### src/rtl/alu_stack_seq.sv
// rtl/alu_stack_seq.sv - operand-stack sequencer driving a registered external ALU
// Stack is a shift register: entry 0 is TOS, entry 1 is NOS.
module alu_stack_seq #(
  parameter int WIDTH = 8,
  parameter int DEPTH = 8
) (
  input  logic                           i_clk,
  input  logic                           i_rst,
  input  logic                           i_valid,
  output logic                           o_ready,
  input  logic [1:0]                     i_cmd,
  input  logic [3:0]                     i_op,
  input  logic [WIDTH-1:0]               i_data,
  output logic [WIDTH-1:0]               o_tos,
  output logic [WIDTH-1:0]               o_nos,
  output logic [$clog2(DEPTH+1)-1:0]     o_depth,
  output logic                           o_err,
  output logic [3:0]                     o_alu_op,
  output logic [WIDTH-1:0]               o_alu_arg0,
  output logic [WIDTH-1:0]               o_alu_arg1,
  input  logic [WIDTH-1:0]               i_alu_data
);

  localparam int DW = $clog2(DEPTH + 1);
  localparam logic [DW-1:0] FULL = DW'(DEPTH);
  localparam logic [DW-1:0] ONE  = DW'(1);
  localparam logic [DW-1:0] TWO  = DW'(2);
  // ADD=0 SUB=1 MUL=2 AND=3 OR=4 XOR=5 are binary; ROL=6 and every higher code are unary
  localparam logic [3:0] OP_LAST_BINARY = 4'd5;

  localparam logic [1:0] CMD_PUSH = 2'd0;
  localparam logic [1:0] CMD_POP  = 2'd1;
  localparam logic [1:0] CMD_DUP  = 2'd2;
  localparam logic [1:0] CMD_ALU  = 2'd3;

  typedef enum logic [1:0] {S_IDLE, S_ISSUE, S_WAIT} state_t;

  state_t           r_state;
  logic [DW-1:0]    r_depth;
  logic             r_err;
  logic             r_unary;
  logic [3:0]       r_alu_op;
  logic [WIDTH-1:0] r_alu_arg0;
  logic [WIDTH-1:0] r_alu_arg1;
  logic [WIDTH-1:0] r_stack [DEPTH];

  logic w_accept;
  logic w_binary;

  assign o_ready    = (r_state == S_IDLE) && !i_rst;
  assign w_accept   = i_valid && o_ready;
  assign w_binary   = (i_op <= OP_LAST_BINARY);
  assign o_tos      = (r_depth != '0) ? r_stack[0] : '0;
  assign o_nos      = (r_depth >= TWO) ? r_stack[1] : '0;
  assign o_depth    = r_depth;
  assign o_err      = r_err;
  assign o_alu_op   = r_alu_op;
  assign o_alu_arg0 = r_alu_arg0;
  assign o_alu_arg1 = r_alu_arg1;

  always_ff @(posedge i_clk) begin
    if (i_rst) begin
      r_state    <= S_IDLE;
      r_depth    <= '0;
      r_err      <= 1'b0;
      r_unary    <= 1'b0;
      r_alu_op   <= '0;
      r_alu_arg0 <= '0;
      r_alu_arg1 <= '0;
    end else begin
      r_err <= 1'b0;
      case (r_state)
        S_IDLE: begin
          if (w_accept) begin
            case (i_cmd)
              CMD_PUSH: begin
                if (r_depth < FULL) begin
                  r_stack[0] <= i_data;
                  for (int k = 1; k < DEPTH; k++) r_stack[k] <= r_stack[k-1];
                  r_depth <= r_depth + ONE;
                end else begin
                  r_err <= 1'b1;
                end
              end
              CMD_POP: begin
                if (r_depth != '0) begin
                  for (int k = 0; k < DEPTH - 1; k++) r_stack[k] <= r_stack[k+1];
                  r_depth <= r_depth - ONE;
                end else begin
                  r_err <= 1'b1;
                end
              end
              CMD_DUP: begin
                if ((r_depth != '0) && (r_depth < FULL)) begin
                  for (int k = 1; k < DEPTH; k++) r_stack[k] <= r_stack[k-1];
                  r_depth <= r_depth + ONE;
                end else begin
                  r_err <= 1'b1;
                end
              end
              CMD_ALU: begin
                if (w_binary ? (r_depth >= TWO) : (r_depth != '0)) begin
                  r_alu_op   <= i_op;
                  r_alu_arg0 <= w_binary ? r_stack[1] : r_stack[0];
                  r_alu_arg1 <= w_binary ? r_stack[0] : '0;
                  r_unary    <= !w_binary;
                  r_state    <= S_ISSUE;
                end else begin
                  r_err <= 1'b1;
                end
              end
              default: r_err <= 1'b0;
            endcase
          end
        end
        S_ISSUE: r_state <= S_WAIT;
        S_WAIT: begin
          // Binary result replaces both operands: shift the rest up by one under the new TOS
          r_stack[0] <= i_alu_data;
          if (!r_unary) begin
            for (int k = 1; k < DEPTH - 1; k++) r_stack[k] <= r_stack[k+1];
            r_depth <= r_depth - ONE;
          end
          r_state <= S_IDLE;
        end
        default: r_state <= S_IDLE;
      endcase
    end
  end

endmodule

### config.mk
export PLATFORM = sky130hd
export DESIGN_NAME = alu_stack_seq
export DESIGN_NICKNAME = d
export VERILOG_FILES = /design/src/rtl/alu_stack_seq.sv
export SDC_FILE = /design/constraint.sdc
export NUM_CORES = 1
export LEC_CHECK = 0
export CAP_MARGIN = 20
export CORE_ASPECT_RATIO = 1.5
export CORE_MARGIN = 3
export CORE_UTILIZATION = 40
export DETAILED_ROUTE_END_ITERATION = 8
export GPL_TIMING_DRIVEN = 0
export PLACE_DENSITY_LB_ADDON = 0.1
export SLEW_MARGIN = 10
export SYNTH_ARGS = -nofsm -noshare
export SYNTH_HDL_FRONTEND = slang
export SYNTH_SLANG_ARGS = --single-unit
### constraint.sdc
create_clock -name i_clk -period 4.75 [get_ports i_clk]
set_clock_uncertainty 0.15 [all_clocks]
set_input_delay 0.95 -clock i_clk [delete_from_list [all_inputs] [get_ports i_clk]]
set_output_delay 0.95 -clock i_clk [all_outputs]
set_load 0.02 [all_outputs]
Word level (Yosys, flattened, before mapping)
Memory sizes are Yosys's and may differ from the RTL's.
Index checks and enable logic that the tools add are counted.

storage, ports and cells
  input bits = 25
  bits in writable memories = 64
  word-level logic and storage cells = 129
  output and inout bits = 42
  memories = 1
  flip-flop bits (word level) = 28

operators by class
  muxes and demuxes = 67
  bitwise gates (word level) = 23
  eq/ne operators = 13
  reduce and logical (&&, ||, !) cells = 13
  magnitude comparators = 3
  $add $sub $neg = 2

memories
  name     depth  width  read ports  clocked after memory_dff  write ports  line  source
  r_stack  8      8      8           0                         8            45    logic [WIDTH-1:0] r_stack [DEPTH];

operator list
  cell                   count
  $mux W8                25
  $mux W1                30
  $or A1 B1 Y1           21
  $mux W4                5
  $pmux W4 S3            1
  $ne A3 B3 Y1 const B   3
  $pmux W4 S2            1
  $reduce_and A7 Y1      1
  $eq A2 B2 Y1 const B   3
  $mux W2                3
  $add A4 B1 Y4 const B  1
  $eq A2 B1 Y1 const B   2
  $ge A4 B2 Y1 const B   1
  $le A4 B3 Y1 const B   1
  $logic_not A2 Y1       2
  $lt A4 B4 Y1 const B   1
  $ne A2 B1 Y1 const B   2
  $ne A2 B2 Y1 const B   2
  $ne A4 B1 Y1 const B   1
  $pmux W1 S4            1
  $pmux W2 S2            1
  $reduce_and A4 Y1      1
  $reduce_bool A4 Y1     1
  $sub A4 B1 Y4 const B  1
  6 further kinds        10

Depth between registers and ports, before layout
  word-level depth = 10
  mapped depth = 9
  mapped depth without buffers = 8

Worst setup path before layout
OpenSTA, ideal clock, no wires.

  path type = in2reg
  from = input port i_cmd[0]
  to = memory r_stack[2][0] (enable)
  required time = 4,266 ps
  stages on the path = 6
  arrival = 2,482 ps
  library setup time = 334 ps
  path buffers = 2
  setup slack = 1,784 ps
  cells stage by stage = clkbuf_1 > or2_2 > o32a_1 > nor2_2 > buf_2 > or2_2

RTL lines
  element          line  source
  start, declared  11    input logic [1:0] i_cmd,
  end, declared    45

Final worst setup path
  from = input port i_rst
  to = output port o_ready

on the way
  cells in the longest elaborated chain, start to end = 2

RTL lines
  element              line  source
  start, declared      8     input logic i_rst,
  $logic_not A1 Y1     50    assign o_ready = (r_state == S_IDLE) && !i_rst;
  $logic_and A1 B1 Y1  50
  end, declared        10    output logic o_ready,

No other way between the ends.

==> flow_summary.json <==
{
  "rows": 45,
  "worstMarginPinSlew_ns": 0.873,
  "track_usage": 0.158,
  "finalCritPeriodShare": 0.814,
  "post_drt_wl_per_cell_um": 17.4,
  "dieWidth_um": 90.9,
  "path_clk_slew_ns": 0.06,
  "numCtsBuffers": 9,
  "numPortBuffers": 64,
  "slew_viol_final": 0,
  "die_y_um": 133,
  "vias_per_cell": 4.99,
  "ys_types": 40,
  "use_met3": 0.0305,
  "cts_tree": "built",
  "drive_gt1_frac": 0.235,
  "fp.dieArea_sq_mm": 0.0121,
  "avgSynthCellArea_sq_um": 13.7,
  "leakagePower_nw": 2.01,
  "root_buffer": "clkbuf_16",
  "areaGrowthSynthToFinish_pct": 25.6,
  "fin_crit_ns": 3.87,
  "holdWs_ns": 0.303,
  "syn-num-nets": 342,
  "place.gp.congestion": 0.798,
  "grt_first_pass_wirelength_mm": 14.6,
  "cts_resized": 0,
  "floorplan.initialDensity": 0.418,
  "ys_ff_latch": 92,
  "hold_viol_final": 0,
  "ir_worst_vdd_uv": 168,
  "required_ns": 3.65,
  "antennaDiodeCount": 0,
  "drc": 0,
  "drt_iter0_markers": 105,
  "finalSetupViolCount": 0,
  "cts_hold_buf": 0,
  "clkSinkCount": 92,
  "hp-class": "reg -> reg",
  "grt_overflow": 0,
  "cts_setup_buffers": 0,
  "post-dp-hpwl_mm": 7.09,
  "dp.cells": 520,
  "setup_tns_ns": 0,
  "crit_fanout": 10,
  "yosysWarnings": 0,
  "p_per_area_mw_per_mm2": 322,
  "crit_arrival_ns": 2.77,
  "critPathKind": "in -> out",
  "startpoint_type": "input pin",
  "clk_path_buf_depth": 2,
  "worst_setup_path_end_kind": "output pin",
  "maxSlewHeadroom": 0.416,
  "drtPass1Iterations": 4,
  "clk_latency_ns": 0.34,
  "syn_area_sq_mm": 0.00433,
  "yosysSeqAreaShare": 0.574,
  "netlist_instances": 315,
  "vias": 2673,
  "use_met1": 0.184,
  "grt_pass1_vias": 2701,
  "busiest_layer": "met2",
  "fmax_mhz": 259,
  "use_met2": 0.277,
  "antenna_found_initial": 0,
  "finish.net_count": 417,
  "status": "complete, no violations",
  "rsz0062_at_grt": "false",
  "post_layout_nonfiller_instances": 536,
  "ios": 67,
  "grt_max_degree": 17,
  "max_cap_violations": 0,
  "cts.htree.levels": 3,
  "drt_wl_total_mm": 9.32,
  "ant_nets": 0,
  "core_sq_mm": 0.0104
}
[cell usage in the layout (no fill, tap or decap), types with 2 or more instances in the layout]
cell type / instances
mux2i_1: 19
a21oi_1: 17
clkbuf_1: 9
a211oi_2: 6
dfxtp_1: 28
or2_2: 7
or3_1: 2
mux2_2: 10
edfxtp_1: 64
ha_1: 2
inv_1: 4
nor2_1: 29
buf_1: 2
nor2b_1: 18
buf_2: 4
nand2b_1: 2
o21ai_0: 2
nand2_1: 12
clkdlybuf4s50_1: 64
clkbuf_16: 9
clkinv_2: 3
buf_6: 6
a211oi_1: 3
nor3b_1: 2
nor3_1: 4
mux2_4: 40
inv_6: 2
a22oi_1: 8
[metal layers]
layer  vias up  part of all wire
met5         -                 0
met4         0             0.019
met3        10             0.034
met2        49              0.52
met1      1301              0.42
li1       1313                 -
[stage by stage]
step,utilization,instance area (sq um),total power [mW],worst slack [ns]
floorplan,-,4330,0.992,1.78
global placement,0.496,5140,1.05,0.844
detailed placement,0.496,5140,1.06,0.859
CTS,0.525,5440,1.77,0.840
global route,0.525,5440,1.80,0.780
finish,0.525,5440,1.75,0.884
[power by group]
group	leakage [nW]	total, mW	internal [mW]	switching (mW)
logic	1.06	0.147	0.0745	0.0729
clock network	0.147	0.713	0.409	0.304
registers	0.808	0.889	0.877	0.0124
total	2.01	1.75	1.36	0.390
[worst max-delay path, cell delays in order]
cell	delay [ns]
clkdlybuf4s50_1	0.47
buf_2	0.24
buf_1	0.47
nor3_1	0.09
clkdlybuf4s50_1	0.56
[layout make-up]
cell class / instances / area (sq um)
buffer: 20 / 125
clock inverter: 6 / 62.6
clock buffer: 10 / 229
timing repair buffer: 64 / 641
sequential: 92 / 2480
tap: 141 / 176
fill: 927 / 4920
multi-input combinational: 198 / 1700
inverter: 5 / 18.8
[cells by family (layout without fill, tap and decap cells)]
group           Yosys count  after routing  share of synthesized area
mux                      69             69                      0.209
flops                    92             92                      0.574
simple gates             81             81                     0.0969
compound gates           44             44                     0.0775
buf+inv                  25            105                     0.0333
xor+xnor                  2              2                    0.00405
fa+ha+maj                 2              2                    0.00578
[Yosys cell counts]
master	number	area, sq um
and3_1	1	6.26
inv_1	4	15.0
xnor2_1	1	8.76
mux2_2	10	113
xor2_1	1	8.76
a211oi_2	6	75.1
mux2_4	40	601
a41oi_1	1	8.76
o21ai_0	2	10.0
nor2b_1	18	113
nor2_1	29	109
or2_2	7	43.8
a211oi_1	3	22.5
nor3_1	4	20.0
buf_6	6	67.6
a211o_1	1	8.76
or3_4	1	11.3
dfxtp_1	28	561
nand2_1	12	45.0
nor2_2	1	6.26
a21oi_1	17	85.1
nand2b_1	2	12.5
o21ai_1	1	5.00
o32ai_1	1	8.76
buf_1	2	7.51
buf_2	4	20.0
clkbuf_1	8	30.0
nor4b_2	1	15.0
edfxtp_1	64	1920
or4b_1	1	10.0
o32a_4	1	22.5
inv_2	1	3.75
or3_1	2	12.5
o32a_1	1	10.0
a2111o_1	1	11.3
nor3b_1	2	15.0
mux2i_1	19	190
a22oi_1	8	60.1
ha_1	2	25.0
o211ai_1	1	7.51
[state kept, by name, indices dropped and copies added, names as in the netlist]
name,flops
r_state,2
o_err,1
r_unary,1
o_alu_op,4
o_depth,4
r_stack,64
o_alu_arg1,8
o_alu_arg0,8
[path summary, 6_finish.rpt]
check	startpoint	to	slack (ns)	cells past startpoint
min reg2reg	r_stack[6][3]	r_stack[7][3]	0.30	0
max	i_rst	o_ready	0.88	5
min	r_stack[6][3]	r_stack[7][3]	0.30	0
max reg2reg	o_depth[0]	r_stack[1][0]	2.00	7
Note: power is estimated with default switching activity, not from simulation.
